===== config.mk =====
export PLATFORM = sky130hd
export DESIGN_NAME = pipe_stage_reg
export DESIGN_NICKNAME = d
export VERILOG_FILES = /design/src/rtl/pipe_stage_reg.sv
export SDC_FILE = /design/constraint.sdc
export NUM_CORES = 1
export LEC_CHECK = 0
export ABC_AREA = 1
export BUFFER_PORTS_ARGS = -buffer_cell sky130_fd_sc_hd__buf_2
export CAP_MARGIN = 20
export CORE_MARGIN = 8
export CORE_UTILIZATION = 30
export CTS_BUF_LIST = sky130_fd_sc_hd__clkbuf_16
export CTS_CLUSTER_DIAMETER = 120
export CTS_CLUSTER_SIZE = 30
export DETAILED_ROUTE_END_ITERATION = 16
export GPL_TIMING_DRIVEN = 0
export MAX_ROUTING_LAYER = met4
export PLACE_DENSITY = 0.47
export SLEW_MARGIN = 20
export SYNTH_ARGS = -nofsm -noshare
export SYNTH_HDL_FRONTEND = slang
export SYNTH_SLANG_ARGS = --single-unit
export TNS_END_PERCENT = 50

===== constraint.sdc =====
create_clock -name clk -period 3.18 [get_ports clk]
set_input_delay 0.636 -clock clk [delete_from_list [all_inputs] [get_ports clk]]
set_output_delay 0.636 -clock clk [all_outputs]
set_load 0.03 [all_outputs]

===== src/rtl/pipe_stage_reg.sv =====
// Inter-stage pipeline register (PC, IR, control) with valid/ready handshake, optional 2-entry skid, flush and bubble counter.
// Latency 1 cycle; SKID=1 drops in_ready (registered) only when both entries are held, SKID=0 passes out_ready through to in_ready.
module pipe_stage_reg #(
  parameter int                PC_W   = 8,
  parameter int                IR_W   = 32,
  parameter int                CTRL_W = 12,
  parameter int                SKID   = 1,
  parameter logic [IR_W-1:0]   NOP_IR = '0,
  parameter int                CNT_W  = 16,
  localparam int               CW     = (CTRL_W > 0) ? CTRL_W : 1
) (
  input  logic             clk,
  input  logic             reset,
  input  logic             flush,
  input  logic             in_valid,
  output logic             in_ready,
  input  logic [PC_W-1:0]  in_pc,
  input  logic [IR_W-1:0]  in_ir,
  input  logic [CW-1:0]    in_ctrl,
  output logic             out_valid,
  input  logic             out_ready,
  output logic [PC_W-1:0]  out_pc,
  output logic [IR_W-1:0]  out_ir,
  output logic [CW-1:0]    out_ctrl,
  output logic [1:0]       occupancy,
  output logic [CNT_W-1:0] bubbles
);

  typedef enum logic [1:0] {
    EMPTY = 2'd0,
    BUSY  = 2'd1,
    FULL  = 2'd2
  } state_t;

  state_t           state_q, state_d;
  logic [PC_W-1:0]  out_pc_q, out_pc_d;
  logic [IR_W-1:0]  out_ir_q, out_ir_d;
  logic [CW-1:0]    out_ctrl_q, out_ctrl_d;
  logic [PC_W-1:0]  skid_pc_q, skid_pc_d;
  logic [IR_W-1:0]  skid_ir_q, skid_ir_d;
  logic [CW-1:0]    skid_ctrl_q, skid_ctrl_d;
  logic [CNT_W-1:0] bub_q, bub_d;
  logic             acc, fire;

  assign out_valid = (state_q != EMPTY);
  assign in_ready  = (SKID != 0) ? (state_q != FULL) : ((state_q == EMPTY) || out_ready);
  assign acc       = in_valid && in_ready;
  assign fire      = out_valid && out_ready;
  assign out_pc    = out_pc_q;
  assign out_ir    = out_ir_q;
  assign out_ctrl  = out_ctrl_q;
  assign occupancy = state_q;
  assign bubbles   = bub_q;

  always_comb begin
    state_d     = state_q;
    out_pc_d    = out_pc_q;
    out_ir_d    = out_ir_q;
    out_ctrl_d  = out_ctrl_q;
    skid_pc_d   = skid_pc_q;
    skid_ir_d   = skid_ir_q;
    skid_ctrl_d = skid_ctrl_q;
    bub_d       = (state_q == EMPTY && bub_q != '1) ? bub_q + 1'b1 : bub_q;

    // Flush kills both entries; out_pc deliberately keeps its last value.
    if (flush) begin
      state_d    = EMPTY;
      out_ir_d   = NOP_IR;
      out_ctrl_d = '0;
    end else begin
      unique case (state_q)
        EMPTY: begin
          if (acc) begin
            state_d    = BUSY;
            out_pc_d   = in_pc;
            out_ir_d   = in_ir;
            out_ctrl_d = in_ctrl;
          end
        end
        BUSY: begin
          if (acc && fire) begin
            out_pc_d   = in_pc;
            out_ir_d   = in_ir;
            out_ctrl_d = in_ctrl;
          end else if (acc && SKID != 0) begin
            state_d     = FULL;
            skid_pc_d   = in_pc;
            skid_ir_d   = in_ir;
            skid_ctrl_d = in_ctrl;
          end else if (fire) begin
            state_d    = EMPTY;
            out_ir_d   = NOP_IR;
            out_ctrl_d = '0;
          end
        end
        FULL: begin
          if (fire) begin
            state_d    = BUSY;
            out_pc_d   = skid_pc_q;
            out_ir_d   = skid_ir_q;
            out_ctrl_d = skid_ctrl_q;
          end
        end
        default: begin
          state_d    = EMPTY;
          out_ir_d   = NOP_IR;
          out_ctrl_d = '0;
        end
      endcase
    end
  end

  always_ff @(posedge clk or negedge reset) begin
    if (!reset) begin
      state_q     <= EMPTY;
      out_pc_q    <= '0;
      out_ir_q    <= NOP_IR;
      out_ctrl_q  <= '0;
      skid_pc_q   <= '0;
      skid_ir_q   <= '0;
      skid_ctrl_q <= '0;
      bub_q       <= '0;
    end else begin
      state_q     <= state_d;
      out_pc_q    <= out_pc_d;
      out_ir_q    <= out_ir_d;
      out_ctrl_q  <= out_ctrl_d;
      skid_pc_q   <= skid_pc_d;
      skid_ir_q   <= skid_ir_d;
      skid_ctrl_q <= skid_ctrl_d;
      bub_q       <= bub_d;
    end
  end

endmodule

==> impl_metrics.json, run 1 <==
{
  "fin_nets": 991,
  "ys_seq_elements": 122,
  "setup.worst_path.start_class": "register",
  "ys_seq_area_share_pct": 50.2,
  "clk_latency_ns": 0.42,
  "io_buffers": 128,
  "critPathKind": "register to output pin",
  "synth_most_common_cell": "nand2_1",
  "crit_chain": "inv_2, nand2_4, clkbuf_1, buf_2",
  "drv_cap": 0,
  "p_total_mw": 5.24,
  "min-delay-path-class": "primary input to async pin",
  "syn2layout_area_growth_pct": 25.9,
  "async_flop_share_pct": 100,
  "root_buffer": "clkbuf_16",
  "gp_congestion": 0.745,
  "ctsResizeCount": 0,
  "synth-edff-count": 0,
  "cts_tree": "yes",
  "synthTopCellsByArea": "dfrtp_1, nand2_1, nand3_1, o21ai_2, o21ai_1",
  "cp_slowest_cell": "dfrtp_1",
  "die_height_um": 158,
  "cts_setup_buffers": 0,
  "vias_per_cell": 4.52,
  "ys_warn_count": 0,
  "period_minus_slack_ns": 2.41,
  "grt_pass1_wl_um": 30000,
  "clock_path_buffers": 2,
  "worst_path_largest_cell_delay_ns": 0.49,
  "tightest_slew_ns": 0.542,
  "syn_inst": 785,
  "finalSetupViolCount": 0,
  "irDropWorstVdd_v": 0.000378,
  "grt_pass1_vias": 5492,
  "multiInputGateArea_um2": 2640,
  "dp.final_hpwl_um": 13300,
  "grt_max_degree": 80,
  "synthFlopType": "dfrtp_1",
  "clock_sinks": 122,
  "fin_crit_sh_pct": 75.9,
  "powerDensity_nw_per_um2": 685,
  "whs_ns": 0.102,
  "slew_violations": 0,
  "critical_path.max_fanout": 10,
  "critPathRequiredTime_ns": 2.54,
  "core_um2": 20000,
  "overflow": 0,
  "drcViolationCount": 0,
  "seq_area_um2": 3050,
  "syn_area_um2": 6080,
  "synthTopCellsByCount": "nand2_1, dfrtp_1, nand3_1",
  "initial_utilization_pct": 30.3,
  "antenna_left": 0,
  "drt-total-wl_um": 18700,
  "num_vias": 5496,
  "drt_first_pass_iters": 4,
  "synth_top_cell_area_share_pct": 50.2,
  "crit_path_end_kind": "output pin",
  "synth_area_leader_cell": "dfrtp_1",
  "holdBufCountCts": 0,
  "die_w_um": 158,
  "fill_cells": 2203,
  "hold_viol": 0,
  "fp-row-count": 52,
  "die_area_um2": 25100,
  "leakagePower_nw": 4.03,
  "clk_pin_slew_ns": 0.06,
  "relSlewSlack_pct": 63.9,
  "gr-usage-all-layers_pct": 16.0,
  "antenna_found_initial": 1,
  "num_io_pins": 129,
  "rsz0062_at_grt": "false",
  "initialDrtViolationCount": 332,
  "drive_above_1_share_pct": 26.1,
  "critPathArrivalTime_ns": 1.78,
  "syn_nets": 843,
  "synth.distinct_cells": 31,
  "syn_area_per_cell_um2": 7.74,
  "fin_util_pct": 38.2,
  "wire_per_inst_um": 15.4,
  "htreeDepth": 4,
  "clock.fmax_mhz": 414,
  "numCtsBuffers": 17,
  "status": "complete, no violations",
  "fin_skew_ns": 0.00639
}
[stage by stage]
stage / setup WS, ns / cell area, um^2 / setup TNS (ns) / instances
2_1_floorplan: 1.27 / 6080 / 0 / 785
3_3_place_gp: -0.406 / 7050 / -47.52 / 1183
3_5_place_dp: 1.15 / 7090 / 0 / 1184
4_1_cts: 0.704 / 7650 / 0 / 1216
5_1_grt: 0.636 / 7650 / 0 / 1217
6_report: 0.767 / 7650 / 0 / 1217
[critical path, delay by kind of cell, from the launching register on]
family | cells | cell delay [ns]
flops | 1 | 0.49
buf+inv | 3 | 0.73
simple gates | 1 | 0.14
[path summary, 6_finish.rpt]
path	start	endpoint	slack, ns	cells after the start
setup / recovery	occupancy[0]	in_ready	0.77	4
hold / removal	reset	out_pc[4]	0.10	1
setup reg to reg	bubbles[0]	bubbles[2]	1.25	6
hold reg to reg	skid_ctrl_q[1]	skid_ctrl_q[1]	0.47	2
max in group asynchronous	reset	skid_ir_q[16]	2.33	2
min in group clk	in_ctrl[6]	skid_ctrl_q[6]	0.47	3
[flip-flops by register name, indices dropped and copies added (netlist names)]
signal and count:
out_ctrl 12, out_ir 32, skid_ir_q 32, occupancy 2, bubbles 16, out_pc 8
skid_pc_q 8, skid_ctrl_q 12
[cells in the final DEF, fill, tap and decap left out, types with 4 or more instances in the layout]
cell type,instances
inv_2,5
inv_1,32
nand2_2,19
buf_4,5
clkbuf_16,17
clkbuf_1,7
a21oi_1,7
dfrtp_1,122
nor2_1,25
clkinvlp_4,5
o21ai_1,30
nand2_1,343
nand3_1,93
nand4_1,4
buf_2,154
o21ai_2,21
o21ai_0,24
clkinv_2,4
[layout make-up]
| cell class | count | area share [%] |
|---|---|---|
| clock inverters | 15 | 1.68 |
| repair buffers | 129 | 8.87 |
| flip-flops and latches | 122 | 39.9 |
| clock buffers | 17 | 5.56 |
| inverters | 37 | 1.82 |
| plain buffers | 44 | 3.24 |
| diodes | 1 | 0.0327 |
| well taps | 270 | 4.42 |
| multi-input cells | 582 | 34.5 |
[cells by family (layout without fill, tap and decap cells)]
group / Yosys count / in the layout / share of synthesized area [%]
other cells: 0 / 1 / 0
compound gates: 86 / 86 / 8.71
fa+ha+maj: 1 / 1 / 0.206
buf+inv: 81 / 242 / 6.36
simple gates: 491 / 491 / 33.9
xor+xnor: 4 / 4 / 0.577
flops: 122 / 122 / 50.2
[power breakdown]
part / switching, mW / internal [mW]
combinational: 0.866 / 0.402
clock: 0.764 / 1.07
sequential: 0.217 / 1.92
[per-layer routing]
layer  up-vias  global-route usage (%)  part of all wire (%)
li1       2810                       -                     -
met1      2572                    21.0                    47
met2        96                    24.8                    48
met3        18                    2.63                   3.8
met4         0                    5.39                   1.6
met5         -                       -                     0
Power figures use the tool's default switching activity.
==> inputs of run 2 (changes only) <==
--- a/config.mk
+++ b/config.mk
@@ -16,7 +16,7 @@
 export DETAILED_ROUTE_END_ITERATION = 16
 export GPL_TIMING_DRIVEN = 0
 export MAX_ROUTING_LAYER = met4
-export PLACE_DENSITY = 0.47
+export PLACE_DENSITY = 0.49
 export SLEW_MARGIN = 20
 export SYNTH_ARGS = -nofsm -noshare
 export SYNTH_HDL_FRONTEND = slang
==> constraint.sdc (replaced) <==
create_clock -name clk -period 2.1 [get_ports clk]
set_input_delay 0.42 -clock clk [delete_from_list [all_inputs] [get_ports clk]]
set_output_delay 0.42 -clock clk [all_outputs]
set_load 0.03 [all_outputs]
==> run 2 against run 1 <==
Sequential power grew 52%. Global-route usage shrank 0.49 points. Die area is the same. Register-to-register slack lost 1.0 ns. First-iteration DRC count grew 1.8%. Combinational power grew 51%. Largest power group unchanged. Setup slack lost 0.54 ns. Clock skew grew 0.0030 ns. Hold slack gained 0.15 ns. Sequential cell count is the same. Sequential share of layout area is essentially flat. Routed wire length shrank 1.8%.
==> impl_metrics.json, run 2 (synthesis results as in run 1) <==
{
  "worst-r2r-cell-count": 8,
  "fin_util_pct": 38.2,
  "finalSetupViolCount": 0,
  "grt_pass1_wl_um": 29100,
  "setup_slack_ns": 0.232,
  "syn2layout_area_growth_pct": 25.9,
  "status": "complete, no violations",
  "htreeDepth": 4,
  "irDropWorstVdd_v": 0.000511,
  "grt_max_degree": 80,
  "dp.final_hpwl_um": 13300,
  "period_minus_slack_ns": 1.87,
  "clk_pin_slew_ns": 0.06,
  "drive_above_1_share_pct": 25.5,
  "antenna_found_initial": 3,
  "num_vias": 5458,
  "multiInputGateArea_um2": 2640,
  "clock.fmax_mhz": 535,
  "relSlewSlack_pct": 65.8,
  "clk_latency_ns": 0.41,
  "wire_per_inst_um": 15.1,
  "clock_sinks": 122,
  "fp-row-count": 52,
  "crit_path_end_kind": "output pin",
  "slew_violations": 0,
  "critPathArrivalTime_ns": 1.45,
  "grt_pass1_vias": 5317,
  "tightest_slew_ns": 0.514,
  "pre_cts_slack_ns": 0.199,
  "layout_commonest_cell": "nand2_1",
  "worstHoldStart": "in_ctrl[5]",
  "leakagePower_nw": 4.04,
  "num_io_pins": 129,
  "root_buffer": "clkbuf_16",
  "gp_congestion": 0.778,
  "dpl_cell_area_um2": 7090,
  "cts_setup_buffers": 0,
  "worstReg2RegStart": "bubbles[0]",
  "rsz0062_at_grt": "false",
  "whs_ns": 0.253,
  "gr-usage-all-layers_pct": 15.5,
  "vias_per_cell": 4.48,
  "initial_utilization_pct": 30.3,
  "drt-total-wl_um": 18400,
  "final_cell_mix": "nand2_1, buf_2, dfrtp_1, nand3_1, inv_1",
  "antenna_left": 0,
  "initialDrtViolationCount": 338,
  "core_um2": 20000,
  "fin_skew_ns": 0.00936,
  "die_w_um": 158,
  "overflow": 0,
  "die_area_um2": 25100,
  "fin_nets": 991,
  "placed_cells": 1184,
  "min_to": "skid_ctrl_q[5]",
  "clock_path_buffers": 2,
  "final_cells": 1217,
  "seq_area_um2": 3050,
  "drt_first_pass_iters": 4,
  "worst-r2r-setup-slack_ns": 0.24,
  "hold_path_depth": 3,
  "die_height_um": 158,
  "fin_crit_sh_pct": 88.9,
  "hold_viol": 0,
  "r2r-end": "bubbles[5]",
  "min-delay-path-class": "primary input to register",
  "drcViolationCount": 0,
  "numCtsBuffers": 17,
  "io_buffers": 128,
  "setup.worst_path.start_class": "register",
  "critical_path.max_fanout": 5,
  "final_cell_area_um2": 7650,
  "drv_cap": 0,
  "powerDensity_nw_per_um2": 1030,
  "critPathRequiredTime_ns": 1.68,
  "critPathKind": "register to output pin",
  "cts_tree": "yes",
  "fill_cells": 2240
}
## run 2: cell types whose count changed in the layout (fill, tap and decap cells not counted), moves of 2 or more
cell and change:
clkinv_4 -3, clkinvlp_4 -3, clkinv_1 +2, diode_2 +2
inv_1 +2
## run 2: routing by layer
layer  vias to the layer above  part of all wire [%]  GRT usage, %  wire length [um]
met3                        10                   5.7          3.85              1050
met2                       106                    48          24.2              8840
li1                       2807                     -             -                 -
met5                         -                     0             -                 0
met4                         0                   1.3          5.07               247
met1                      2535                    45          19.5              8260
## run 2: final cells by class
type,count,share of cell area (%)
Clock inverter,13,1.49
Antenna cell,3,0.0981
Sequential cell,122,39.9
Multi-Input combinational cell,582,34.5
Tap cell,270,4.41
Timing Repair Buffer,130,8.99
Buffer,43,3.19
Clock buffer,17,5.56
Inverter,37,1.81
## run 2: how the worst max path moves through the flow
stage | start | end | slack (ns) | cells after the start
after floorplan | bubbles[0] | bubbles[5] | 0.30 | 9
after global placement | reset | out_ir[9] | -1.26 | 1
final | occupancy[1] | out_valid | 0.23 | 3
after CTS | bubbles[0] | bubbles[2] | 0.19 | 6
after global routing | bubbles[0] | bubbles[5] | 0.04 | 8
after detailed placement | bubbles[0] | bubbles[2] | 0.20 | 6
## run 2: power breakdown
group	internal (mW)	total (mW)	switching, mW
registers	2.91	3.25	0.339
logic	0.611	1.92	1.31
clock network	1.70	2.72	1.03
## run 2: what timing repair did
action                                 in CTS  in global routing
hold buffers                                1                  0
resized for setup                           0                  1
pin swaps                                   0                  0
endpoints found under the hold margin      43                  0
setup endpoints to repair                   1                  2
## run 2: metrics by stage
step	TNS [ns]	power, mW
2_1_floorplan	0	4.56
3_3_place_gp	-151.74	5.20
3_5_place_dp	0	5.24
4_1_cts	0	8.02
5_1_grt	0	8.38
6_report	0	7.89
## run 2: worst max-delay path, stage by stage (launching register included)
cell,delay [ns]
dfrtp_1,0.47
nor2_2,0.27
inv_1,0.11
buf_2,0.19
